<file path="config.mk">
export PLATFORM = sky130hd
export DESIGN_NAME = accel_core_weight_feeder
export DESIGN_NICKNAME = d
export VERILOG_FILES = /design/src/rtl/accel_core_weight_feeder.sv
export SDC_FILE = /design/constraint.sdc
export NUM_CORES = 1
export LEC_CHECK = 0
export CORE_MARGIN = 2
export CORE_UTILIZATION = 40
export CTS_CLUSTER_DIAMETER = 120
export DETAILED_ROUTE_END_ITERATION = 8
export PLACE_DENSITY = 0.66
export SLEW_MARGIN = 20
export SYNTH_ARGS = -nofsm -noshare
export SYNTH_HDL_FRONTEND = slang
export SYNTH_SLANG_ARGS = --single-unit
</file>
<file path="constraint.sdc">
create_clock -name Clock_i -period 3 [get_ports Clock_i]
set_clock_uncertainty 0.2 [all_clocks]
set_input_delay 0.75 -clock Clock_i [delete_from_list [all_inputs] [get_ports Clock_i]]
set_output_delay 0.75 -clock Clock_i [all_outputs]
set_load 0.005 [all_outputs]
</file>
<file path="src/rtl/accel_core_weight_feeder.sv">
// Weight-buffer producer for accel_core_mul_top: streams neuron rows into w1..w3 round-robin.
// Define ACCEL_WFEED_STATS_EN to add the stall_cycles_o counter.
package accel_core_weight_feeder_pkg;
    localparam int WBUF_DEPTH = 16;

    typedef struct packed {
        logic       in_use;
        logic [7:0] neuron_idx;
        logic [7:0] data_len;
    } t_meta_data;

    typedef struct packed {
        t_meta_data                 meta_data;
        logic [WBUF_DEPTH-1:0][7:0] data;
    } t_buffer_weights;

    typedef enum logic [1:0] {SLOT_EMPTY, SLOT_FILLING, SLOT_ARMED} slot_st_e;
endpackage

// One weight buffer: EMPTY -> FILLING -> ARMED -> EMPTY.
module accel_core_weight_feeder_slot
    import accel_core_weight_feeder_pkg::*;
#(
    parameter int IW = 4
) (
    input  logic            clk_i,
    input  logic            rst_i,
    input  logic            wr_en_i,
    input  logic [IW-1:0]   wr_idx_i,
    input  logic [7:0]      wr_data_i,
    input  logic            arm_i,
    input  logic [7:0]      arm_len_i,
    input  logic [7:0]      arm_idx_i,
    input  logic            release_i,
    output t_buffer_weights buf_o,
    output slot_st_e        st_o
);
    t_buffer_weights buf_q, buf_d;
    slot_st_e        st_q, st_d;

    always_comb begin
        buf_d = buf_q;
        st_d  = st_q;
        if (wr_en_i) begin
            buf_d.data[wr_idx_i] = wr_data_i;
            if (st_q == SLOT_EMPTY) st_d = SLOT_FILLING;
        end
        if (arm_i) begin
            buf_d.meta_data.in_use     = 1'b1;
            buf_d.meta_data.data_len   = arm_len_i;
            buf_d.meta_data.neuron_idx = arm_idx_i;
            st_d = SLOT_ARMED;
        end else if (release_i && st_q == SLOT_ARMED) begin
            // Payload is left in place; only the handshake flag drops.
            buf_d.meta_data.in_use = 1'b0;
            st_d = SLOT_EMPTY;
        end
    end

    always_ff @(posedge clk_i) begin
        if (rst_i) begin
            buf_q <= '0;
            st_q  <= SLOT_EMPTY;
        end else begin
            buf_q <= buf_d;
            st_q  <= st_d;
        end
    end

    assign buf_o = buf_q;
    assign st_o  = st_q;
endmodule

module accel_core_weight_feeder
    import accel_core_weight_feeder_pkg::*;
#(
    parameter int MAX_LEN  = 16,
    parameter int NEURON_W = 8
) (
    input  logic                Clock_i,
    input  logic                Rst_i,
    input  logic                layer_start_i,
    input  logic [NEURON_W-1:0] num_neurons_i,
    input  logic                wr_valid_i,
    output logic                wr_ready_o,
    input  logic [7:0]          wr_data_i,
    input  logic                wr_last_i,
    output t_buffer_weights     w1_o,
    output t_buffer_weights     w2_o,
    output t_buffer_weights     w3_o,
    input  logic                release_w1_i,
    input  logic                release_w2_i,
    input  logic                release_w3_i,
    output logic                layer_loaded_o,
    output logic                busy_o,
    output logic                err_overflow_o
`ifdef ACCEL_WFEED_STATS_EN
    ,
    output logic [15:0]         stall_cycles_o
`endif
);
    localparam int EW = $clog2(MAX_LEN) + 1;
    localparam int IW = $clog2(WBUF_DEPTH);

    typedef enum logic [1:0] {S_IDLE, S_FILL, S_DRAIN} fsm_e;

    fsm_e                fsm_q, fsm_d;
    logic [1:0]          tgt_q, tgt_d;
    logic [NEURON_W-1:0] num_q, num_d, ncnt_q, ncnt_d;
    logic [EW-1:0]       ecnt_q, ecnt_d;
    logic                drop_q, drop_d, rdy_q, rdy_d;
    logic                loaded_q, loaded_d, ovf_q, ovf_d;
    logic                accept, wr_en, all_empty;
    logic [2:0]          arm, rel;
    logic [IW-1:0]       widx;
    t_buffer_weights     bufs [3];
    slot_st_e            st [3];
    slot_st_e            st_norel [3];

    assign rel  = {release_w3_i, release_w2_i, release_w1_i};
    assign widx = IW'(ecnt_q);

    for (genvar g = 0; g < 3; g++) begin : g_slot
        accel_core_weight_feeder_slot #(.IW(IW)) u_slot (
            .clk_i     (Clock_i),
            .rst_i     (Rst_i),
            .wr_en_i   (wr_en && tgt_q == 2'(g)),
            .wr_idx_i  (widx),
            .wr_data_i (wr_data_i),
            .arm_i     (arm[g]),
            .arm_len_i (8'(ecnt_q) + 8'd1),
            .arm_idx_i (8'(ncnt_q)),
            .release_i (rel[g]),
            .buf_o     (bufs[g]),
            .st_o      (st[g])
        );
    end

    always_comb begin
        fsm_d    = fsm_q;
        tgt_d    = tgt_q;
        num_d    = num_q;
        ncnt_d   = ncnt_q;
        ecnt_d   = ecnt_q;
        drop_d   = drop_q;
        ovf_d    = ovf_q;
        loaded_d = 1'b0;
        arm      = '0;
        accept   = wr_valid_i && rdy_q;
        wr_en    = accept && !drop_q && fsm_q == S_FILL;
        all_empty = st[0] == SLOT_EMPTY && st[1] == SLOT_EMPTY && st[2] == SLOT_EMPTY;

        if (accept && drop_q && wr_last_i) drop_d = 1'b0;

        if (wr_en) begin
            ecnt_d = ecnt_q + EW'(1);
            if (wr_last_i || ecnt_q == EW'(MAX_LEN - 1)) begin
                arm[tgt_q] = 1'b1;
                ecnt_d     = '0;
                ncnt_d     = ncnt_q + NEURON_W'(1);
                tgt_d      = (tgt_q == 2'd2) ? 2'd0 : tgt_q + 2'd1;
                // Row cut at capacity: swallow the tail up to the bias.
                if (!wr_last_i) begin
                    ovf_d  = 1'b1;
                    drop_d = 1'b1;
                end
                if (ncnt_q + NEURON_W'(1) == num_q) begin
                    loaded_d = 1'b1;
                    fsm_d    = S_DRAIN;
                end
            end
        end

        case (fsm_q)
            S_IDLE: begin
                if (layer_start_i) begin
                    if (num_neurons_i != '0) begin
                        num_d  = num_neurons_i;
                        ncnt_d = '0;
                        ecnt_d = '0;
                        fsm_d  = S_FILL;
                    end else begin
                        loaded_d = 1'b1;
                    end
                end
            end
            S_DRAIN: if (all_empty && !drop_q) fsm_d = S_IDLE;
            default: ;
        endcase

        // Ready looks at next state but deliberately ignores this cycle's releases.
        for (int k = 0; k < 3; k++) st_norel[k] = arm[k] ? SLOT_ARMED : st[k];
        rdy_d = drop_d || (fsm_d == S_FILL && ncnt_d != num_d && st_norel[tgt_d] != SLOT_ARMED);
    end

    always_ff @(posedge Clock_i) begin
        if (Rst_i) begin
            fsm_q    <= S_IDLE;
            tgt_q    <= '0;
            num_q    <= '0;
            ncnt_q   <= '0;
            ecnt_q   <= '0;
            drop_q   <= 1'b0;
            rdy_q    <= 1'b0;
            loaded_q <= 1'b0;
            ovf_q    <= 1'b0;
        end else begin
            fsm_q    <= fsm_d;
            tgt_q    <= tgt_d;
            num_q    <= num_d;
            ncnt_q   <= ncnt_d;
            ecnt_q   <= ecnt_d;
            drop_q   <= drop_d;
            rdy_q    <= rdy_d;
            loaded_q <= loaded_d;
            ovf_q    <= ovf_d;
        end
    end

`ifdef ACCEL_WFEED_STATS_EN
    logic [15:0] stall_q, stall_d;

    always_comb begin
        stall_d = stall_q;
        if (fsm_q == S_IDLE && layer_start_i)
            stall_d = '0;
        else if (fsm_q == S_FILL && wr_valid_i && !rdy_q && stall_q != 16'hFFFF)
            stall_d = stall_q + 16'd1;
    end

    always_ff @(posedge Clock_i) begin
        if (Rst_i) stall_q <= '0;
        else       stall_q <= stall_d;
    end

    assign stall_cycles_o = stall_q;
`endif

    assign w1_o           = bufs[0];
    assign w2_o           = bufs[1];
    assign w3_o           = bufs[2];
    assign wr_ready_o     = rdy_q;
    assign busy_o         = fsm_q != S_IDLE;
    assign layer_loaded_o = loaded_q;
    assign err_overflow_o = ovf_q;
endmodule

</file>
== Yosys cells after proc, flatten, opt, wreduce, memory -nomap -nowiden ==
Cells that the tools add are included.

* Register bits after elaboration: 470
* Input bits: 24
* Output and inout bits: 439

* $add $sub $neg: 4
* Order comparisons: 5
* Eq/ne operators: 12
* Muxes and demuxes: 66
* Bitwise logic cells: 2
* Reduce and logical (&&, ||, !) cells: 47

{| class="wikitable"
|+ Operators with widths
! operator !! number
|-
| $bwmux W128 || 3
|-
| $mux W8 || 9
|-
| $mux W2 || 26
|-
| $demux W8 S4 || 1
|-
| $mux W5 || 5
|-
| $logic_and A1 B1 Y1 || 18
|-
| $reduce_bool A3 Y1 || 6
|-
| $mux W1 || 17
|-
| $reduce_and A2 Y1 || 6
|-
| $eq A2 B2 Y1 const B || 5
|-
| $logic_not A2 Y1 || 5
|-
| $reduce_or A3 Y1 || 3
|-
| $add A8 B1 Y8 const B || 1
|-
| $eq A8 B8 Y1 || 1
|-
| $ne A8 B8 Y1 || 1
|-
| $reduce_bool A2 Y1 || 4
|-
| $reduce_bool A8 Y1 || 1
|-
| $add A5 B1 Y6 const B || 1
|-
| $eq A2 B1 Y1 const B || 3
|-
| $mux W3 || 2
|-
| $add A5 B1 Y5 const B || 1
|-
| $eq A5 B4 Y1 const B || 1
|-
| $lt A4 B5 Y1 const B || 1
|-
| $bmux W2 S2 || 1
|-
| 13 further kinds || 14
|}

== Logic depth before layout (Yosys ltp) ==
* Depth after elaboration: 13
* Mapped depth: 12
* Gate-level depth less buffers: 10

== Cells and area by module ==
From an unflattened synthesis, not the netlist that was laid out.

* Cell total of the unflattened synthesis: 1,780
* Area, all modules: 19,055.8 µm²

{| class="wikitable"
|+ By module, submodules not included
! module !! times used !! cells an instance !! area each (µm²) !! sequential area each (µm²)
|-
| accel_core_weight_feeder_slot || 3 || 520 || 5,771.8 || 2,942.8
|-
| accel_core_weight_feeder || 1 || 220 || 1,740.4 || 580.6
|}

== Worst setup path after synthesis ==
No wires, ideal clock.

* Path kind: register to register
* From: register ecnt_q[1]
* To: register rdy_q (netlist: wr_ready_o)
* Library setup time: 0.078 ns
* Arrival time: 2.446 ns
* Required time: 2.722 ns
* Setup slack: 0.276 ns
* Stages on the path, launching flop included: 12
* Buffers on the path: 1
* Cell sequence: dfxtp_1 > ha_1 > clkbuf_1 > nand2_1 > inv_1 > ha_1 > o211a_1 > nand2_2 > mux4_2 > nor4_1 > o21ai_1 > a32oi_1

* Longest elaborated chain between the ends: 11
* Elaborated cells between the ends (all ways): 32

{| class="wikitable"
|+ RTL lines
! item !! RTL line !! RTL
|-
| start: declaration || 110 || <nowiki>logic [EW-1:0] ecnt_q, ecnt_d;</nowiki>
|-
| start signal: assignment || 212 || <nowiki>ecnt_q <= ecnt_d;</nowiki>
|-
| $eq A5 B4 Y1 (*) || 157 || <nowiki>if (wr_last_i || ecnt_q == EW'(MAX_LEN - 1)) begin</nowiki>
|-
| $logic_or A1 B1 Y1 (*) || 157 ||
|-
| $mux W3, or another cell as far along || 157 ||
|-
| $mux W3, or another cell as far along || 155 || <nowiki>if (wr_en) begin</nowiki>
|-
| $mux W2, or another cell as far along || 192 || <nowiki>for (int k = 0; k < 3; k++) st_norel[k] = arm[k] ? SLOT_ARMED : st[k];</nowiki>
|-
| $bmux W2 S2, or another cell as far along || 193 || <nowiki>rdy_d = drop_d || (fsm_d == S_FILL && ncnt_d != num_d && st_norel[tgt_d] != SLOT_ARMED);</nowiki>
|-
| $mux W2 (implied by the code), or another cell as far along (2 in series) || 193 ||
|-
| $ne A2 B2 Y1 or $logic_and A1 B1 Y1 (tied branches) || 193 ||
|-
| $logic_and A1 B1 Y1 || 193 ||
|-
| $logic_or A1 B1 Y1 (*) || 193 ||
|-
| end signal: assignment || 214 || <nowiki>rdy_q <= rdy_d;</nowiki>
|-
| end: declaration || 111 || <nowiki>logic drop_q, drop_d, rdy_q, rdy_d;</nowiki>
|}

Mark *: on every way between the ends. The rest lies on a longest branch, timed or not. The select of a mux whose other input is x is not followed.
A chain may end at the register's enable or synchronous reset.

== Worst setup path in the final report ==
Ends and elaborated chain as after synthesis.

==> run metrics <==
status=completed; post-synth top area share=0.525; Critical Path Slowest Stage Cell=mux4_2; antenna violations before repair=0; DRT Pass-1 Iters=6; DRT iter0 DRCs=1,080; Placed Cells incl. Taps=2,922; worst endpoint required time=3.29 ns; Setup Total Neg Slack=0 ns; gr usage total=0.247; DP HPWL=40,000 um; RSZ-0062 raised after global routing=false; H-tree depth=2; final worst path period share=0.927; number of I/O port buffers=456; Ys Warns=0; Final Setup Violations=0; ratio of cells with drive above 1 in the final layout=0.0923; Area Growth Syn to Fin=40.0%; Async S/R FF share, synth=0; Post-synth EDFFs=0; Syn Std Cell Area=17,700 sq um; cell mode on critical path=ha_1; worst-margin pin slew=0.869 ns; ratio of total power to cell area=506 nW/um^2; RePlAce Congestion=0.908; die area=45,900 sq um; worst skew pair latency=0.58 ns; vias in the first global route=14,900; DRT Wirelength=59,000 um; register area share after synthesis=0.525; synth top area cells=dfxtp_1 (52%), mux2i_1 (12%), a21oi_1 (6.1%), nor2_1 (5.9%), nand2_1 (5.3%); Non-Filler Instances=3,008; Worst VDD drop=0.000468 V; Reg-to-Reg End=wr_ready_o$_SDFF_PP0_; gr ovfl total=0; Slew Limit Fails=0; crit path buf inv count=1; Residual DRC=0; initial core utilization=0.403; critical path arrival=3.07 ns; post-layout min period=2.78 ns; Gates resized, CTS repair=0; first-pass GRT wire length=89,000 um; fmax=360 MHz; boundary pin count=463; Worst Setup End Kind=flip-flop; Leak=8.61 nW; ant diodes=0; Hold Buf Count CTS=0; Reg clk slew, reported paths=0.06 ns; RR Startpoint=ecnt_q[1]$_SDFF_PP0_; HP Class=reg -> reg; Worst Reg-to-Reg Cells=10; critical path's top delay family=simple AND/OR/NAND/NOR gates; Startpoint Class=flip-flop; clk buf depth=3; Crit path depth=10; CTS tree=done; Nets=2,410; crit path cell chain=ha_1 -> nand2_1 -> inv_1 -> ha_1 -> o211a_1 -> nand2_2 -> mux4_2 -> nor4_1 -> o21ai_1 -> a32oi_1; CTS Sinks=464; Synth cell types=58; Max Cap Violations=0; chip width=214 um; max_slew headroom=0.420; largest net degree at the start of global routing=134; ANT nets after route=0; Root Driver=clkbuf_16; Syn Inst Count=1,947; TritonCTS Buffers=48; Setup crit end=wr_ready_o$_SDFF_PP0_; largest area contributor in the netlist=dfxtp_1; Final Hold Viols=0; reg-to-reg setup timing slack=0.22 ns; post-DR wirelength/cell=19.6 um; postcts setup bufs=0; via/cell ratio=5.10; syn avg cell area=9.09 sq um; CP Launch Point=ecnt_q[1]$_SDFF_PP0_; via count=15,300; top fanout value on the critical path=6; Rows=77; number of synthesized register bits=464; CP peak stage delay=0.53 ns; Die H=214 um; Core Area=43,900 sq um; CP Class=reg -> reg; Top FF cell, synth=dfxtp_1
tightest hold or removal path: cells and delay by family (launching register included):
| kind | cells | cell delay [ns] |
|---|---|---|
| and+or+nand+nor | 1 | 0.05 |
| AOI/OAI and AO/OA | 1 | 0.05 |
| DFF | 1 | 0.31 |
state kept, by name, indices dropped and copies added, names as in the netlist:
name	count
g_slot.u_slot.buf_o	429
ncnt_q	8
num_q	8
g_slot.u_slot.st_o	6
ecnt_q	5
fsm_q	2
tgt_q	2
drop_q	1
err_overflow_o	1
layer_loaded_o	1
wr_ready_o	1
synthesized netlist by cell type, types with 2 or more instances:
cell	count
and2_1	3
buf_2	13
a21oi_1	217
nand2b_1	2
nand4_1	2
mux2i_1	219
nand4b_1	3
buf_1	9
xor2_1	4
nand3_1	9
ha_1	6
nor2_1	277
buf_4	6
o21a_1	2
inv_1	15
nor3b_1	2
nor2_8	20
nand2_1	249
xnor2_1	18
nand3b_1	4
nor2_4	4
or2_2	2
nor2b_1	5
nor2_2	21
nor4_1	5
a211oi_1	12
dfxtp_1	464
o211a_1	2
o21ai_0	177
or3_1	6
clkbuf_1	127
buf_6	2
a22oi_1	8
nor3_1	8
power breakdown:
group	total (mW)	internal, mW	leakage, nW	switching (mW)
sequential	6.19	6.18	3.74	0.0174
clock	5.90	3.42	0.777	2.47
combinational	0.450	0.129	4.09	0.321
through the flow:
| step | utilization | power [mW] | hold WS (ns) | worst slack (ns) | area (sq um) |
|---|---|---|---|---|---|
| final | 0.564 | 12.5 | 0.254 | 0.220 | 24800 |
| after global routing | 0.564 | 12.9 | 0.269 | 0.0278 | 24800 |
| after CTS | 0.564 | 12.7 | 0.256 | 0.208 | 24800 |
| after floorplan | - | 6.57 | 0.253 | 0.276 | 17700 |
| after global placement | 0.528 | 6.77 | 0.245 | -0.0656 | 23200 |
| after detailed placement | 0.528 | 6.78 | 0.248 | -0.118 | 23200 |
final cells by class:
class,instances,area [sq um]
clock inverters,15,116
fillers,3914,19200
inverters,15,56.3
clock buffers,71,1450
multi-input cells,1316,7740
repair buffers,535,5370
well taps,592,741
flip-flops and latches,464,9290
cells in the final DEF, fill, tap and decap left out, drive strengths merged, types with 6 or more instances in the layout:
cell	count
xnor2	18
ha	6
dfxtp	464
inv	17
clkinv	10
or3	6
clkdlybuf4s50	447
a22oi	8
nor3	8
a21oi	217
nand2	250
conb	6
nand3	9
a211oi	13
o21ai	178
buf	88
nor2	322
clkbuf	71
mux2i	219
metal layers:
metal	wire (um)	vias up	GRT usage
met1	25300	7270	0.319
met3	4960	118	0.0699
li1	-	7393	-
met2	26500	566	0.389
met4	2270	0	0.104
met5	0	-	0
cells by family after synthesis:
| logic type | Yosys count | synth area share |
|---|---|---|
| buf+inv | 172 | 0.0395 |
| fa+ha+maj | 6 | 0.00424 |
| flops | 464 | 0.525 |
| simple gates | 629 | 0.166 |
| mux | 221 | 0.126 |
| compound gates | 432 | 0.129 |
| other cells | 1 | 0.000212 |
| xor+xnor | 22 | 0.0109 |
worst min-delay path by stage:
stage	from	end	slack (ns)	cells after the start
after floorplan	g_slot[0].u_slot.buf_o[129]$_SDFFE_PP0P_	g_slot[0].u_slot.buf_o[129]$_SDFFE_PP0P_	0.25	2
after global placement	g_slot[0].u_slot.buf_o[136]$_SDFFE_PP0P_	g_slot[0].u_slot.buf_o[136]$_SDFFE_PP0P_	0.24	2
after detailed placement	g_slot[1].u_slot.buf_o[142]$_SDFFE_PP0P_	g_slot[1].u_slot.buf_o[142]$_SDFFE_PP0P_	0.25	2
after CTS	g_slot[1].u_slot.buf_o[142]$_SDFFE_PP0P_	g_slot[1].u_slot.buf_o[142]$_SDFFE_PP0P_	0.26	2
after global routing	g_slot[1].u_slot.buf_o[141]$_SDFFE_PP0P_	g_slot[1].u_slot.buf_o[141]$_SDFFE_PP0P_	0.27	2
final	g_slot[1].u_slot.buf_o[142]$_SDFFE_PP0P_	g_slot[1].u_slot.buf_o[142]$_SDFFE_PP0P_	0.25	2
No activity file was read; power rests on OpenSTA's default activity.
